<file path="src/rtl/mantissa_oaum_iter.sv">
// Iterative approximate (1+x)(1+y) mantissa multiplier that adds one partial-product row per cycle up to level L.
// Latency is L cycles from accept. OAUM_ITER_EARLY_TERM_EN stops early once no set x bits remain.
// in_ready is high only in IDLE. The result is held until out_ready.
module mantissa_oaum_iter #(
  parameter int MANTISSA_WIDTH = 15,
  parameter int MAX_LEVEL      = 2,
  localparam int LEVEL_W       = (MAX_LEVEL < 1) ? 1 : $clog2(MAX_LEVEL + 1)
) (
  input  logic                      clk,
  input  logic                      rst_n,
  input  logic                      in_valid,
  output logic                      in_ready,
  input  logic [MANTISSA_WIDTH-1:0] mantissa_x,
  input  logic [MANTISSA_WIDTH-1:0] mantissa_y,
  input  logic [LEVEL_W-1:0]        level_in,
  output logic                      out_valid,
  input  logic                      out_ready,
  output logic [MANTISSA_WIDTH-1:0] mantissa_out,
  output logic [1:0]                shift
);

  localparam int W  = MANTISSA_WIDTH;
  localparam int AW = 2 * W + 2;
  localparam int CW = $clog2(W + 2);

  typedef enum logic [1:0] {S_IDLE, S_ACCUM, S_DONE} state_t;

  state_t          r_state;
  state_t          w_state_nxt;
  logic [AW-1:0]   r_acc;
  logic [AW-1:0]   r_ysh;
  logic [W-1:0]    r_xsh;
  logic [W-1:0]    r_msk;
  logic [CW-1:0]   r_row;
  logic [CW-1:0]   r_lvl;

  logic [CW-1:0]   w_lvl;
  logic [W-1:0]    w_lvl_mask;
  logic [AW-1:0]   w_comp;
  logic [AW-1:0]   w_init;
  logic            w_accept;
  logic            w_any_init;
  logic            w_any_rem;
  logic            w_unused;

  always_comb begin
    if (int'(level_in) > MAX_LEVEL) w_lvl = CW'(MAX_LEVEL);
    else                            w_lvl = CW'(level_in);
  end

  // Rows 1..L live in the top L bits of x; the mask walks with x as rows retire.
  assign w_lvl_mask = ~({W{1'b1}} >> w_lvl);
  assign w_comp     = (int'(w_lvl) >= W) ? '0 : (AW'(1) << (2 * W - 2 - int'(w_lvl)));
  assign w_init     = (AW'(1) << (2 * W)) + (AW'(mantissa_x) << W)
                    + (AW'(mantissa_y) << W) + w_comp;
  assign w_accept   = (r_state == S_IDLE) && in_valid;
  assign w_any_init = |(mantissa_x & w_lvl_mask);
  assign w_any_rem  = |(r_xsh[W-2:0] & r_msk[W-2:0]);

  always_comb begin
    w_state_nxt = r_state;
    case (r_state)
      S_IDLE: begin
        if (in_valid) begin
`ifdef OAUM_ITER_EARLY_TERM_EN
          if (w_lvl == '0 || !w_any_init) w_state_nxt = S_DONE;
          else                            w_state_nxt = S_ACCUM;
`else
          if (w_lvl == '0) w_state_nxt = S_DONE;
          else             w_state_nxt = S_ACCUM;
`endif
        end
      end
      S_ACCUM: begin
`ifdef OAUM_ITER_EARLY_TERM_EN
        if (r_row == r_lvl || !w_any_rem) w_state_nxt = S_DONE;
`else
        if (r_row == r_lvl) w_state_nxt = S_DONE;
`endif
      end
      S_DONE: begin
        if (out_ready) w_state_nxt = S_IDLE;
      end
      default: w_state_nxt = S_IDLE;
    endcase
  end

  always_ff @(posedge clk or negedge rst_n) begin
    if (!rst_n) begin
      r_state <= S_IDLE;
      r_acc   <= '0;
      r_ysh   <= '0;
      r_xsh   <= '0;
      r_msk   <= '0;
      r_row   <= '0;
      r_lvl   <= '0;
    end else begin
      r_state <= w_state_nxt;
      if (w_accept) begin
        r_acc <= w_init;
        r_xsh <= mantissa_x;
        r_ysh <= AW'(mantissa_y) << (W - 1);
        r_msk <= w_lvl_mask;
        r_lvl <= w_lvl;
        r_row <= CW'(1);
      end else if (r_state == S_ACCUM) begin
        // Row i adds y * 2^-(W+i), i.e. y << (W-i) in accumulator units.
        if (r_xsh[W-1]) r_acc <= r_acc + r_ysh;
        r_xsh <= r_xsh << 1;
        r_msk <= r_msk << 1;
        r_ysh <= r_ysh >> 1;
        r_row <= r_row + 1'b1;
      end
    end
  end

  assign in_ready     = (r_state == S_IDLE);
  assign out_valid    = (r_state == S_DONE);
  assign shift        = r_acc[AW-1:AW-2];
  assign mantissa_out = shift[1] ? r_acc[2*W:W+1] : r_acc[2*W-1:W];

  assign w_unused = ^{r_acc[W-1:0], r_msk, w_any_rem, w_any_init};

endmodule

</file>
<file path="config.mk">
export PLATFORM = sky130hd
export DESIGN_NAME = mantissa_oaum_iter
export DESIGN_NICKNAME = d
export VERILOG_FILES = /design/src/rtl/mantissa_oaum_iter.sv
export SDC_FILE = /design/constraint.sdc
export NUM_CORES = 1
export LEC_CHECK = 0
export ABC_CLOCK_PERIOD_IN_PS = 2700
export BUFFER_PORTS_ARGS = -buffer_cell sky130_fd_sc_hd__buf_2
export CAP_MARGIN = 20
export CORE_AREA = 2 2 114 116
export CTS_CLUSTER_DIAMETER = 40
export DETAILED_ROUTE_END_ITERATION = 10
export DIE_AREA = 0 0 116 118
export PLACE_DENSITY_LB_ADDON = 0.25
export SLEW_MARGIN = 5
export SYNTH_ARGS = -nofsm -noshare
export SYNTH_HDL_FRONTEND = slang
export SYNTH_SLANG_ARGS = --single-unit
</file>
<file path="constraint.sdc">
create_clock -name clk -period 2.7 [get_ports clk]
set_input_delay 0.54 -clock clk [delete_from_list [all_inputs] [get_ports clk]]
set_output_delay 0.54 -clock clk [all_outputs]
set_load 0.1 [all_outputs]
</file>
==> results of run 1 <==
==> synth_stat cells, types with 7 or more instances <==
master | number | area [µm²]
nor3_1 | 12 | 60.1
nand2_1 | 135 | 507
o21ai_0 | 51 | 255
nand3_1 | 18 | 90.1
dfrtp_1 | 85 | 2130
ha_1 | 56 | 701
mux2_2 | 16 | 180
a21oi_1 | 50 | 250
nand2b_1 | 9 | 56.3
o21a_1 | 8 | 60.1
nand4_1 | 7 | 43.8
nor2_1 | 30 | 113
xor2_1 | 15 | 131
xnor2_1 | 22 | 193
inv_1 | 15 | 56.3
clkbuf_1 | 29 | 109
fa_1 | 7 | 140
a22oi_1 | 33 | 248
a21o_1 | 7 | 52.6
==> per-layer routing <==
layer  vias to the layer above  GRT usage [%]  wire length [µm]
li1                       2684              -                 -
met1                      2759           32.4              7230
met2                       131           42.8              8360
met3                        23           5.61               745
met4                         0           7.51               365
met5                         -              0                 0
==> metrics by stage <==
step	setup TNS, ns	instances
2_1_floorplan	0	701
3_3_place_gp	-0.979	939
6_report	0	959
5_1_grt	-0.0308	959
3_5_place_dp	-1.32	939
4_1_cts	0	953
==> sequential cells by signal, indices dropped and copies added (netlist names) <==
name	cells
r_acc	32
r_ysh	29
r_xsh	15
r_row	5
r_lvl	2
r_state	2
==> power by group through the flow <==
stage | combinational, mW | sequential [mW] | clock [mW]
6_report | 6.16 | 2.25 | 1.23
5_1_grt | 6.67 | 2.31 | 1.31
4_1_cts | 6.01 | 2.24 | 1.26
3_5_place_dp | 5.95 | 2.26 | 0
3_3_place_gp | 5.82 | 2.24 | 0
2_1_floorplan | 4.72 | 2.07 | 0
==> cell type report <==
type                       instances  area [µm²]
fill                            1112        5080
multi-input combinational        563        3920
sequential                        85        2130
timing repair buffer             110         731
clock buffer                       9         225
tap                              172         215
clock inverter                     5        61.3
inverter                          15        56.3
==> what timing repair did <==
item / CTS / global route
setup endpoints to repair: 4 / 12
pin swaps: 0 / 9
gates cloned: 0 / 0
setup buffers: 0 / 6
gates resized for setup: 2 / 20
==> how the worst min path moves through the flow <==
stage / start / endpoint / cells past startpoint
global placement: r_xsh[10] / r_xsh[10] / 2
global route: rst_n / r_ysh[12] / 1
floorplan: rst_n / r_acc[0] / 0
CTS: rst_n / r_acc[9] / 1
finish: rst_n / r_acc[9] / 1
detailed placement: r_xsh[8] / r_xsh[8] / 2
==> kinds of logic (layout without fill, tap and decap cells) <==
logic type                 after synthesis  count (layout)  synth area share (%)
buffers and inverters                   53             139                  3.39
xor gates and xnor gates                37              37                  5.29
other                                    1               1                0.0612
muxes                                   21              21                  3.76
and+or+nand+nor                        234             234                  16.6
adders and majority gates               63              63                  13.7
DFF                                     85              85                  34.7
AOI/OAI and AO/OA                      207             207                  22.4
==> metrics, run 1 <==
crit path DAT 2.86 ns; worst vdd ir 0.000664 V; total of max-cap violations 0; slew margin rel. 37.1%; async set or reset register ratio after synthesis 100%; maximum root-to-sink buffer count 2; min Tclk post-route 2.59 ns; Layout Utilization 59.1%; CTS buffer count 9; CORE AREA 12400 µm²; hold crit path type in2async; Sink Count 85; measured slew at the worst slew-check pin 0.944 ns; DRT Pass-1 Iters 5; Setup Skew 0.00566 ns; Worst R2R Start r_ysh[0]; Synth Flop Type dfrtp_1; FMAX 386 MHz; internal power 4.49 mW; Starting DRT DRC Count 359; syn_nets 800; number of endpoints failing setup at the final stage 0; # nets final 883; reg-to-reg endpoint r_acc[18]; hold buffer count at cts 0; Initial Utilization 49.3%; CP required 2.97 ns; commonest non-fill, non-tap cell in the layout nand2_1; total power 9.64 mW; synth warn 0; Netlist cell types 57; die area 13700 µm²; critical path buffer and inverter count 2; #FFs+latches synth 85; largest net degree at the start of global routing 58; period utilisation layout 95.9%; cells along the critical path ha_1, inv_1, fa_1, nand2b_4, a21oi_1, buf_4, o211ai_1, o31a_1, o21ai_1, xor2_1, nand2_1, a22oi_1; R2R depth 12; I/O Pins 55; Clock Pin Slew Worst Setup and Hold Paths 0.07 ns; crit path from r_ysh[0]; I/O Buffers 54; Psw 5.15 mW; fraction of layout cells with a size suffix above 1 20.8%; Seq pwr share 23.4%; syn avg cell area 8.74 µm²; drt via density 5.84; Final WS setup 0.112 ns; Clk Latency, worst-skew pair 0.35 ns; Place WS -0.297 ns; Rows 41; drt drc 0; Final GP Congestion 0.926; Sw Share 53.4%; family with the most delay on the worst path compound AO/OA/AOI/OAI gates; Area growth, synth to finish 19.7%; initial antenna violation count 0; via count 5597; LEAKAGE 3.41 nW; pwr dens 1320 nW/µm²; Inserted Diodes 0; H-tree depth 3; flop2flop setup slack 0.11 ns; Post-Route WL 16700 µm; GRT Util Overall 25.4%; final hold slack 0.179 ns; Die Wd 116 µm; DP Area 6890 µm²; first-pass GRT wire length 27600 µm; Comb power frac 63.8%; die height 118 µm; vias in the first global route 5550; WP depth 12; cell area after synthesis 6120 µm²; Mapped Cells 701; status complete, no violations; CTS Root Cell clkbuf_16; kind of end point of the critical path flop; Seq/Total Area, Yosys 34.7%; CTS tree done; Routed Antenna Nets 0; cell at the slowest stage of the critical path fa_1; critical path's largest stage delay 0.38 ns; final slew viol count 0; Post-synth EDFFs 0; most frequent cells in the layout nand2_1 (135), dfrtp_1 (85), ha_1 (55); Setup crit end r_acc[18]; crit start category flop; grt ovf 0; Hold Fails Final Rpt 0; drt wl/cell 17.4 µm; critical path type reg2reg; crit-path max FO 5; final instance area 7330 µm²; dpl hpwl 12200 µm; clock share of power 12.8%
Note: power is estimated with default switching activity, not from simulation.
==> run 2: changes to the inputs <==
--- a/config.mk
+++ b/config.mk
@@ -5,13 +5,14 @@
 export SDC_FILE = /design/constraint.sdc
 export NUM_CORES = 1
 export LEC_CHECK = 0
+export ABC_AREA = 1
 export ABC_CLOCK_PERIOD_IN_PS = 2700
-export BUFFER_PORTS_ARGS = -buffer_cell sky130_fd_sc_hd__buf_2
 export CAP_MARGIN = 20
-export CORE_AREA = 2 2 114 116
+export CORE_AREA = 2 2 122 124
 export CTS_CLUSTER_DIAMETER = 40
 export DETAILED_ROUTE_END_ITERATION = 10
-export DIE_AREA = 0 0 116 118
+export DIE_AREA = 0 0 124 126
+export DONT_BUFFER_PORTS = 1
 export PLACE_DENSITY_LB_ADDON = 0.25
 export SLEW_MARGIN = 5
 export SYNTH_ARGS = -nofsm -noshare
==> run 2 against run 1 <==
Worst hold slack got worse by 0.12 ns. Core utilization down 5.0 points. Flip-flop and latch count did not move. Clock skew is 0.00079 ns lower. Combinational power up 10%. Clock power rose by 5%. Clock-buffer cell count stayed put. Register-to-register slack improved by 0.19 ns. Critical path depth rose by 2. First-iteration DRC count is 31% higher. Non-clock buffer count decreased by 82. Critical endpoint is now r_acc[28]. Largest cell class unchanged. Largest power group unchanged. Highest routed layer unchanged.
==> metrics, run 2 <==
critical path type reg2reg; async set or reset register ratio after synthesis 100% (unchanged); syn_nets 1171 (+46%); Starting DRT DRC Count 472 (+31%); Clock Pin Slew Worst Setup and Hold Paths 0.07 ns (about the same); CORE AREA 14300 µm² (+15%); fraction of layout cells with a size suffix above 1 6.34% (-14 points); hold buffer count at cts 1 (+1); critical path's largest stage delay 0.41 ns (+0.03 ns); crit start category flop; final slew viol count 0 (unchanged); Synth top cells by count nand2_1 (372), inv_1 (171), dfrtp_1 (85); Clk Latency, worst-skew pair 0.35 ns (about the same); hold crit path type in2async; status complete, no violations; #FFs+latches synth 85 (unchanged); crit-path max FO 5 (unchanged); total of max-cap violations 0 (unchanged); maximum root-to-sink buffer count 2 (unchanged); Yosys top cell area share 30.2% (-4.5 points); largest net degree at the start of global routing 86 (+48%); Post-Route WL 19300 µm (+15%); DRT Pass-1 Iters 5 (unchanged); synth warn 0 (unchanged); Die Wd 124 µm (+6.9%); family with the most delay on the worst path simple AND/OR/NAND/NOR gates; post-CTS setup buffers 0 (unchanged); post-route insts no fill 1272 (+33%); period utilisation layout 88.8% (-7.1 points); biggest regs r_acc: 32 flops, r_ysh: 29 flops, r_xsh: 15 flops; first-pass GRT wire length 32400 µm (+17%); Post-synth EDFFs 0 (unchanged); drt drc 0 (unchanged); worst vdd ir 0.00120 V (+80%); commonest non-fill, non-tap cell in the layout nand2_1; Rows 44 (+7.3%); number of endpoints failing setup at the final stage 0 (unchanged); most frequent cell after synthesis nand2_1; CTS buffer count 9 (unchanged); reg-to-reg endpoint r_acc[28]; Hold Fails Final Rpt 0 (unchanged); Initial Utilization 49.2% (-0.14 points); CP required 2.98 ns (about the same); cell taking the most area after synthesis dfrtp_1; cell at the slowest stage of the critical path fa_1; die area 15600 µm² (+14%); crit path DAT 2.68 ns (-0.18 ns); CTS tree done; most frequent cells in the layout nand2_1 (372), inv_1 (171), dfrtp_1 (84); Routed Antenna Nets 0 (unchanged); Setup crit end r_acc[28]; Seq/Total Area, Yosys 30.2% (-4.5 points); slew margin rel. 62.9% (+26 points); Netlist cell types 44 (-23%); total power 10.2 mW (+6.2%); Mapped Cells 1072 (+53%); die height 126 µm (+6.8%); crit path from r_acc[0]; final instance area 7730 µm² (+5.5%); DP Area 7400 µm² (+7.5%); drt wl/cell 15.1 µm (-13%); FMAX 417 MHz (+7.9%); # nets final 1182 (+34%); syn avg cell area 6.57 µm² (-25%); Synth Flop Type dfrtp_1; kind of end point of the critical path flop; H-tree depth 3 (unchanged); measured slew at the worst slew-check pin 0.556 ns (-0.388 ns); GRT Util Overall 26.6% (+1.2 points); grt ovf 0 (unchanged); final hold slack 0.0624 ns (-0.117 ns); Crit path top cell by count nand2_1; Area growth, synth to finish 9.83%; pwr dens 1320 nW/µm² (+0.70%); max FFs per register 32 (unchanged); min Tclk post-route 2.40 ns (-0.191 ns); LEAKAGE 4.31 nW (+26%); Largest Register r_acc; Synth area leaders dfrtp_1 (30%), nand2_1 (20%), ha_1 (10%); I/O Buffers 0 (-100%); flop2flop setup slack 0.30 ns (+0.19 ns); Setup Skew 0.00487 ns (-0.000795 ns); vias in the first global route 6528 (+18%); Resize count post-CTS 0 (-2); Worst R2R Start r_acc[0]; CTS Root Cell clkbuf_16; RSZ-0062 raised after global routing no; Placed Cells 1255 (+34%); WP depth 14 (+2); I/O Pins 55 (unchanged); Final GP Congestion 0.938 (+1.3%); initial antenna violation count 0 (unchanged); R2R depth 14 (+2); cell area after synthesis 7040 µm² (+15%); Layout Utilization 54.0% (-5.0 points); drt via density 5.31 (-9.0%); critical path buffer and inverter count 2 (unchanged); cells along the critical path ha_1, inv_1, fa_1, inv_1, nand3_1, nand3_2, nand2_1, nand2_1, nand2_1, nand2_1, nand2_1, nand3_1, nand3_1, a21oi_1; via count 6755 (+21%); dpl hpwl 15000 µm (+23%); Inserted Diodes 0 (unchanged); Sink Count 85 (unchanged)
run 2: cell count changes after synthesis, moves of 12 or more:
cell	delta
mux2_2	-16
clkbuf_1	-21
inv_1	+156
nor2_1	+37
xor2_1	-12
nand3_1	+62
nand2_1	+237
a21oi_1	+12
a22oi_1	-32
xnor2_1	-17
run 2: worst min-delay path by stage:
stage,startpoint,end,slack [ns]
after floorplan,rst_n,r_acc[0],0.24
after global placement,rst_n,r_acc[8],0.25
after detailed placement,rst_n,r_ysh[9],0.25
after CTS,rst_n,r_ysh[9],0.10
after global routing,rst_n,r_ysh[8],0.11
final,rst_n,r_ysh[9],0.06
run 2: cell type report:
cell class	count	area (µm²)
Fill cell	1466	6580
Sequential cell	85	2130
Timing Repair Buffer	28	280
Clock inverter	7	77.6
Multi-Input combinational cell	783	4130
Tap cell	184	230
Inverter	176	661
Clock buffer	9	225
run 2: layer usage:
metal  track usage (%)  vias up  wire length [µm]
met5                 0        -                 0
met4              8.46        0               434
met3              5.39       27              1170
met2              41.1      162              8550
met1              37.4     3121              9120
li1                  -     3445                 -
run 2: stage by stage:
stage | setup WS, ns | setup TNS [ns]
finish | 0.302 | 0
global route | 0.154 | 0
CTS | 0.293 | 0
detailed placement | 0.171 | 0
global placement | 0.200 | 0
floorplan | -0.665 | -2.94
run 2: where the power goes:
part | internal (mW) | switching [mW] | leakage [nW]
Combinational | 1.98 | 4.79 | 3.08
Clock | 0.729 | 0.566 | 0.147
Sequential | 1.76 | 0.417 | 1.08
Total | 4.47 | 5.77 | 4.31
run 2: cells by family after synthesis:
kind of cell | share of synthesized area (%)
xor gates and xnor gates | 0.995
and+or+nand+nor | 32.8
AOI/OAI and AO/OA | 12.5
buffers and inverters | 11.5
DFF | 30.2
adders and majority gates | 11.9
other | 0.0533
run 2: worst register-to-register path, delay by kind of cell (launching register included):
kind | cells | cell delay, ns
AND/OR/NAND/NOR | 9 | 1.03
AO/OA/AOI/OAI | 1 | 0.16
adder cells (fa/ha/maj) | 2 | 0.61
buffers and inverters | 2 | 0.18
flip-flops | 1 | 0.36
